**src/rtl/ram_port_arbiter.sv**
```systemverilog
`timescale 1ns/1ps
`default_nettype none
// ============================================================================
//  Module   : ram_port_arbiter
//  Purpose  : Shares one single-port, byte-lane RAM between the instruction
//             fetch port and the data-memory port. Each access runs a
//             command / wait / response sequence and ends with a one-cycle
//             acknowledge that the core uses to release its stall.
//             The data port has priority. A starvation counter forces a fetch
//             grant after STARVE_MAX consecutive data grants that were made
//             while a fetch was pending.
//  Ports    : clock, reset (async, active-high)
//             if_req/if_addr -> if_ack/if_rdata        fetch read port
//             mem_req/rw/addr/wdata/be -> mem_ack/rdata data port
//             ram_en/rw/addr/be/wdata, ram_rdata        RAM command port
//             busy (state != IDLE), owner (0 fetch, 1 mem; last grant)
//  Revision : 1.0  initial release
// ============================================================================
module ram_port_arbiter #(
    parameter int ADDR_W     = 32,
    parameter int DATA_W     = 32,
    parameter int RAM_LAT    = 1,
    parameter int STARVE_MAX = 4
) (
    input  logic              clock,
    input  logic              reset,
    // fetch port
    input  logic              if_req,
    input  logic [ADDR_W-1:0] if_addr,
    output logic              if_ack,
    output logic [DATA_W-1:0] if_rdata,
    // data-memory port
    input  logic              mem_req,
    input  logic              mem_rw,
    input  logic [ADDR_W-1:0] mem_addr,
    input  logic [DATA_W-1:0] mem_wdata,
    input  logic [3:0]        mem_be,
    output logic              mem_ack,
    output logic [DATA_W-1:0] mem_rdata,
    // RAM side
    output logic              ram_en,
    output logic              ram_rw,
    output logic [ADDR_W-1:0] ram_addr,
    output logic [3:0]        ram_be,
    output logic [DATA_W-1:0] ram_wdata,
    input  logic [DATA_W-1:0] ram_rdata,
    // status
    output logic              busy,
    output logic              owner
);

    localparam logic [1:0] c_IDLE = 2'd0;
    localparam logic [1:0] c_CMD  = 2'd1;
    localparam logic [1:0] c_WAIT = 2'd2;
    localparam logic [1:0] c_RESP = 2'd3;

    localparam logic [3:0] c_STARVE_MAX = 4'(STARVE_MAX);
    // WAIT counts down from RAM_LAT-1 and captures when it reaches zero,
    // so it lasts exactly RAM_LAT cycles.
    localparam logic [1:0] c_WAIT_LOAD  = 2'(RAM_LAT - 1);

    logic [1:0] r_state;
    logic [1:0] w_state_nxt;
    logic [3:0] r_streak;
    logic [1:0] r_wait_cnt;

    logic w_grant_mem;
    logic w_grant_if;
    logic w_null_access;

    // Data port wins unless the fetch port has already been passed over
    // STARVE_MAX times in a row.
    assign w_grant_mem   = mem_req && !(if_req && (r_streak == c_STARVE_MAX));
    assign w_grant_if    = if_req && !w_grant_mem;
    assign w_null_access = (mem_be == 4'b0000);

    always_comb begin
        w_state_nxt = r_state;
        case (r_state)
            c_IDLE: begin
                if (w_grant_mem && w_null_access) begin
                    w_state_nxt = c_RESP;
                end else if (w_grant_mem || w_grant_if) begin
                    w_state_nxt = c_CMD;
                end
            end
            // ram_rw still holds the direction of the command being issued
            c_CMD:   w_state_nxt = ram_rw ? c_RESP : c_WAIT;
            c_WAIT:  w_state_nxt = (r_wait_cnt == 2'd0) ? c_RESP : c_WAIT;
            c_RESP:  w_state_nxt = c_IDLE;
            default: w_state_nxt = c_IDLE;
        endcase
    end

    always_ff @(posedge clock or posedge reset) begin
        if (reset) begin
            r_state    <= c_IDLE;
            r_streak   <= 4'd0;
            r_wait_cnt <= 2'd0;
            busy       <= 1'b0;
            owner      <= 1'b0;
            if_ack     <= 1'b0;
            if_rdata   <= '0;
            mem_ack    <= 1'b0;
            mem_rdata  <= '0;
            ram_en     <= 1'b0;
            ram_rw     <= 1'b0;
            ram_addr   <= '0;
            ram_be     <= 4'b0000;
            ram_wdata  <= '0;
        end else begin
            r_state <= w_state_nxt;
            busy    <= (w_state_nxt != c_IDLE);

            // RAM command fields and acks are single-cycle; zero by default
            ram_en    <= 1'b0;
            ram_rw    <= 1'b0;
            ram_addr  <= '0;
            ram_be    <= 4'b0000;
            ram_wdata <= '0;
            if_ack    <= 1'b0;
            mem_ack   <= 1'b0;

            case (r_state)
                c_IDLE: begin
                    if (w_grant_mem) begin
                        owner <= 1'b1;
                        if (if_req) begin
                            if (r_streak != c_STARVE_MAX) begin
                                r_streak <= r_streak + 4'd1;
                            end
                        end else begin
                            r_streak <= 4'd0;
                        end
                        if (w_null_access) begin
                            // no lanes enabled: answer without touching RAM
                            mem_ack   <= 1'b1;
                            mem_rdata <= '0;
                        end else begin
                            ram_en    <= 1'b1;
                            ram_rw    <= mem_rw;
                            ram_addr  <= mem_addr;
                            ram_be    <= mem_be;
                            ram_wdata <= mem_wdata;
                        end
                    end else if (w_grant_if) begin
                        owner     <= 1'b0;
                        r_streak  <= 4'd0;
                        ram_en    <= 1'b1;
                        ram_addr  <= if_addr;
                        ram_be    <= 4'b1111;
                    end
                end
                c_CMD: begin
                    if (ram_rw) begin
                        if (owner) begin
                            mem_ack <= 1'b1;
                        end else begin
                            if_ack <= 1'b1;
                        end
                    end else begin
                        r_wait_cnt <= c_WAIT_LOAD;
                    end
                end
                c_WAIT: begin
                    if (r_wait_cnt == 2'd0) begin
                        if (owner) begin
                            mem_rdata <= ram_rdata;
                            mem_ack   <= 1'b1;
                        end else begin
                            if_rdata <= ram_rdata;
                            if_ack   <= 1'b1;
                        end
                    end else begin
                        r_wait_cnt <= r_wait_cnt - 2'd1;
                    end
                end
                default: begin
                    // RESP: ack is already up for this cycle; requests ignored
                end
            endcase
        end
    end

endmodule
`default_nettype wire

```
**config.mk**
```make
export PLATFORM = sky130hd
export DESIGN_NAME = ram_port_arbiter
export DESIGN_NICKNAME = d
export VERILOG_FILES = /design/src/rtl/ram_port_arbiter.sv
export SDC_FILE = /design/constraint.sdc
export NUM_CORES = 1
export LEC_CHECK = 0
export ABC_AREA = 0
export BUFFER_PORTS_ARGS = -buffer_cell sky130_fd_sc_hd__buf_2
export CORE_UTILIZATION = 47
export CTS_BUF_LIST = sky130_fd_sc_hd__clkbuf_4 sky130_fd_sc_hd__clkbuf_8
export CTS_CLUSTER_SIZE = 30
export DETAILED_ROUTE_END_ITERATION = 12
export PLACE_DENSITY_LB_ADDON = 0.3
export SETUP_SLACK_MARGIN = 0.4
export SLEW_MARGIN = 20
export SYNTH_ARGS = -nofsm -noshare
export SYNTH_HDL_FRONTEND = slang
export SYNTH_SLANG_ARGS = --single-unit
```
**constraint.sdc**
```tcl
create_clock -name clock -period 6.8 [get_ports clock]
set_clock_uncertainty 0.2 [all_clocks]
set_input_delay 1.36 -clock clock [delete_from_list [all_inputs] [get_ports clock]]
set_output_delay 1.36 -clock clock [all_outputs]
set_load 0.005 [all_outputs]
```
After elaboration in Yosys (flattened, before gate mapping)
Index checks and enable logic that the tools add are counted.
{"block": "totals", "inputBits": 137, "elab_cells": 95, "ff_bits": 146, "output_inout_bits": 138}
{"block": "classes", "n_addsub": 2, "n_eq_ne": 12, "n_mux": 47, "n_bitwise": 1, "reduce_logical": 19}
{"operator": "$mux 32", "n": 11}
{"operator": "$pmux 32 s2", "n": 1}
{"operator": "$mux 4", "n": 8}
{"operator": "$mux 1", "n": 19}
{"operator": "$ne 2x2->1 const B", "n": 6}
{"operator": "$reduce_and 3->1", "n": 3}
{"operator": "$mux 2", "n": 4}
{"operator": "$pmux 2 s4", "n": 1}
{"operator": "$reduce_bool 2->1", "n": 4}
{"operator": "$reduce_and 5->1", "n": 1}
{"operator": "$add 4x1->4 const B", "n": 1}
{"operator": "$eq 2x2->1 const B", "n": 2}
{"operator": "$eq 4x3->1 const B", "n": 1}
{"operator": "$logic_and 1x1->1", "n": 4}
{"operator": "$logic_not 2->1", "n": 2}
{"operator": "$logic_not 4->1", "n": 1}
{"operator": "$ne 4x3->1 const B", "n": 1}
{"operator": "$pmux 2 s2", "n": 1}
{"operator": "$ne 3x2->1 const B", "n": 1}
{"operator": "$pmux 1 s3", "n": 1}
{"operator": "$eq 2x1->1 const B", "n": 1}
{"operator": "$logic_not 1->1", "n": 2}
{"operator": "$pmux 1 s2", "n": 1}
{"operator": "$reduce_and 2->1", "n": 1}
{"operator": "other kinds (3)", "n": 3}

Logic depth before layout (Yosys ltp)
{"block": "depth", "word_depth": 11, "mapped_depth": 8, "depth_no_buf": 6}

Worst setup path after synthesis
OpenSTA, ideal clock, no wires.
{"block": "synth_timing", "path_kind": "input -> register", "from": "in mem_be[0]", "to": "reg mem_rdata[0]", "stages": 5, "t_arrival_ns": 2.561, "path_slack_ns": 3.918, "path_buffers": 1, "t_required_ns": 6.479, "setup_time_ns": 0.121, "cell_sequence": "or4_4 > a22oi_2 > o21ai_2 > buf_6 > a22o_1"}
{"block": "synth_via", "elab_chain_len": 3}
{"item": "from (decl)", "line": "37", "source": "input logic [3:0] mem_be,"}
{"item": "$logic_not 4->1", "line": "75", "source": "assign w_null_access = (mem_be == 4'b0000);"}
{"item": "$ne 2x2->1 (no line)"}
{"item": "$reduce_and 5->1 (no line)"}
{"item": "to (signal assigned)", "line": "168", "source": "mem_rdata <= ram_rdata;"}
{"item": "to (decl)", "line": "39", "source": "output logic [DATA_W-1:0] mem_rdata,"}
Every way passes these cells.
A chain may end at the register's enable or synchronous reset.

Worst setup path after layout
{"block": "layout_timing", "from": "in if_req", "to": "reg mem_rdata[12]"}
{"block": "layout_via", "elab_chain_len": 5}
{"item": "from (decl)", "line": "28", "source": "input logic if_req,"}
{"item": "$logic_and 1x1->1", "line": "73", "source": "assign w_grant_mem = mem_req && !(if_req && (r_streak == c_STARVE_MAX));"}
{"item": "$logic_not 1->1", "line": "73"}
{"item": "$logic_and 1x1->1", "line": "73"}
{"item": "$ne 2x2->1 (no line)"}
{"item": "$reduce_and 5->1 (no line)"}
Every way passes these cells.

==> metrics.txt <==
Clk pwr share=0.244; HPWL after DPL=9.462 mm; Critical Path End=mem_rdata[12]; antenna viol nets, final=0; FF+latch count, synth=146; most frequent cells in the layout=buf_2 (274), dfrtp_1 (146), nand3_1 (39), nand2_1 (39), a21oi_1 (35); syn nets=584; sequential power share=0.441; type of origin of the critical path=input port; total track usage=0.2269; clk_lat worst skew=0.43 ns; CTS Root Cell=clkbuf_8; Worst path max stage delay=0.52 ns; CP cell instances=buf_2 > nand4b_1 > and2_2 > o21ai_2 > buf_4 > a22o_1; simple-gate area share of the yosys netlist=0.1231; initial core utilization=0.4833; DIE AREA=12230 sq um; post_cts resized=0; final hold slack=0.2859 ns; Worst Setup SP=if_req; Syn Area/Cell=12.59 sq um; Synth Area in Adders=0.01580; post-synthesis xor/xnor area fraction=0; routed via count=4411; Critical R2R Launch=r_streak[0]; largest net degree at the start of global routing=86; Int Pwr=1.977 mW; layout cells sized above 1=0.4668; Worst Max-Slew Pin Slew=1.002 ns; CTS tree=done; fin crit share=0.4781; CP Capture Type=flip-flop; worst reg2reg setup slack=4.44 ns; P_sw=0.8921 mW; Lkg Pwr=4.049 nW; Avg Vias per Cell=5.099; final wirelength=13.21 mm; max-cap violations=0; First-pass DRT Iterations=4; power per cell area=387.3 nW/um^2; crit path DAT=3.42 ns; Final Max Slew Viols=0; Hold Fails Final Rpt=0; commonest non-fill, non-tap cell in the layout=buf_2; fillcell total=910; cell area after synthesis=5542 sq um; worst min path class=flip-flop to flip-flop; Iteration-0 DRC Markers=327; outcome=completed; Post-CTS Setup Bufs=0; core area=11470 sq um; multiplexer share of the synthesized area=0.06864; Area Growth Syn to Fin=33.71%; post-synth cell types=35; GPL Wtd Cong=0.7986; VDD IR max=268.8 uV; Clock Sinks=146; logic gate share of total power=0.315; Hold-fix buffers, CTS=0; Sw Ratio=0.3109; WP data required=6.96 ns; IO Port Bufs=274; n_diodes=0; complex-gate fraction of the synthesized area=0.1009; CTS Buffer Depth=2; capturing point of the worst reg2reg path=mem_rdata[12]; relative slew slack=0.3304; # IOs=275; H-tree depth=4; Die H=110.6 um; Clk pin slew, worst setup/hold paths=0.07 ns; combinational family with the most area after synthesis=simple AND/OR/NAND/NOR gates; Max Freq=0.3076 GHz; Net count, final=853; final critical-path required period=3.251 ns; Ys Warns=0; setup TNS after final layout=0 ns; CP max stage cell=buf_2; post-synthesis sequential area ratio=0.6593; cts bufs inserted=17; DRC errors left=0; vias in the first global route=4516; initial antenna violation count=0; total grt overflow=0; Max FO, Critical Path=40; Crit Path Category=input port to flip-flop; RSZ-0062 raised after global routing=false; Final setup viols=0; Mapped Cells=440; # rows=39; chip width=110.6 um; storage element area=3654 sq um; r2r worst-path depth=7; per-cell routed wire length=15.28 um; multi-input logic area=1717 sq um; first-pass GRT wire length=21.91 mm
## worst max-delay path: cells and delay by family
family                 cells  cell delay [ns]
buffers and inverters      2             0.86
and+or+nand+nor            2             0.75
AOI/OAI and AO/OA          2             0.40
## kinds of logic after synthesis
logic type,after synthesis
flip-flops,146
AND/OR/NAND/NOR,135
adder cells (fa/ha/maj),7
multiplexers,34
buffers and inverters,37
AO/OA/AOI/OAI,81
## registers in the layout (all words and copies together) (netlist names)
name and flops:
ram_be 4, r_streak 4, ram_wdata 32, if_ack 1, ram_en 1, if_rdata 32, mem_rdata 32, r_wait_cnt 2
ram_addr 32, owner 1, mem_ack 1, r_state 2, ram_rw 1, busy 1
## power groups by stage
stage | Sequential (mW) | Combinational, mW | Clock, mW
after floorplan | 1.30 | 0.498 | 0
after global placement | 1.27 | 0.893 | 0
after detailed placement | 1.28 | 0.918 | 0
after CTS | 1.27 | 0.921 | 0.718
after global routing | 1.30 | 1.00 | 0.758
final | 1.26 | 0.905 | 0.700
## metal layers
metal / wire [um] / track usage / up-vias / share of wire
met5: 0 / 0 / - / 0
met4: 337 / 0.1040 / 0 / 0.026
met3: 1063 / 0.06970 / 26 / 0.080
met2: 6428 / 0.3660 / 211 / 0.49
met1: 5385 / 0.2799 / 2122 / 0.41
li1: - / - / 2052 / -
## how the worst min path moves through the flow
stage | start | endpoint | slack [ns] | cells after the start
4_1_cts | r_wait_cnt[0] | r_wait_cnt[0] | 0.29 | 1
3_5_place_dp | if_rdata[15] | if_rdata[15] | 0.28 | 1
5_1_grt | r_wait_cnt[0] | r_wait_cnt[0] | 0.30 | 1
2_1_floorplan | r_wait_cnt[0] | r_wait_cnt[0] | 0.25 | 1
6_report | if_rdata[15] | if_rdata[15] | 0.29 | 1
3_3_place_gp | r_wait_cnt[0] | r_wait_cnt[0] | 0.26 | 1
## metrics by stage
step           utilization  cell area (sq um)  total power [mW]  instances  setup slack, ns
2_1_floorplan            -               5542             1.797        440            1.317
3_3_place_gp        0.6095               6989             2.162        833            2.973
3_5_place_dp        0.6096               6990             2.199        833            3.094
4_1_cts             0.6459               7407             2.905        865            3.574
5_1_grt             0.6462               7410             3.058        865            3.405
6_report            0.6462               7410             2.869        865            3.549
## cell type report
cell class / instances / area share
Inverter: 8 / 0.004728
Clock buffer: 22 / 0.03833
Tap cell: 143 / 0.02415
Timing Repair Buffer: 279 / 0.1901
Multi-Input combinational cell: 257 / 0.2317
Sequential cell: 146 / 0.4931
Clock inverter: 10 / 0.01790
## Yosys cell counts, drive strengths merged
master     n  area, sq um
dfrtp    146         3654
nand2     40        150.1
nand3     39        195.2
a21oi     36        180.2
and2      35        219.0
a22o      33        289.0
mux2      32        360.3
clkbuf    15        56.30
buf       14        92.58
nor2      11        41.29
inv        8        30.03
ha         7        87.58
o21ai      4        23.77
mux2i      2        20.02
nand2b     2        12.51
nor2b      2        12.51
nor4       2        18.77
o21a       2        15.01
a22oi      1        12.51
a2bb2oi    1        8.760
a31oi      1        6.260
a32o       1        10.01
nand4b     1        8.760
o22ai      1        6.260
o31ai      1        7.510
or2        1        6.260
or3        1        6.260
or4        1        11.26
Note: power is estimated with default switching activity, not from simulation.
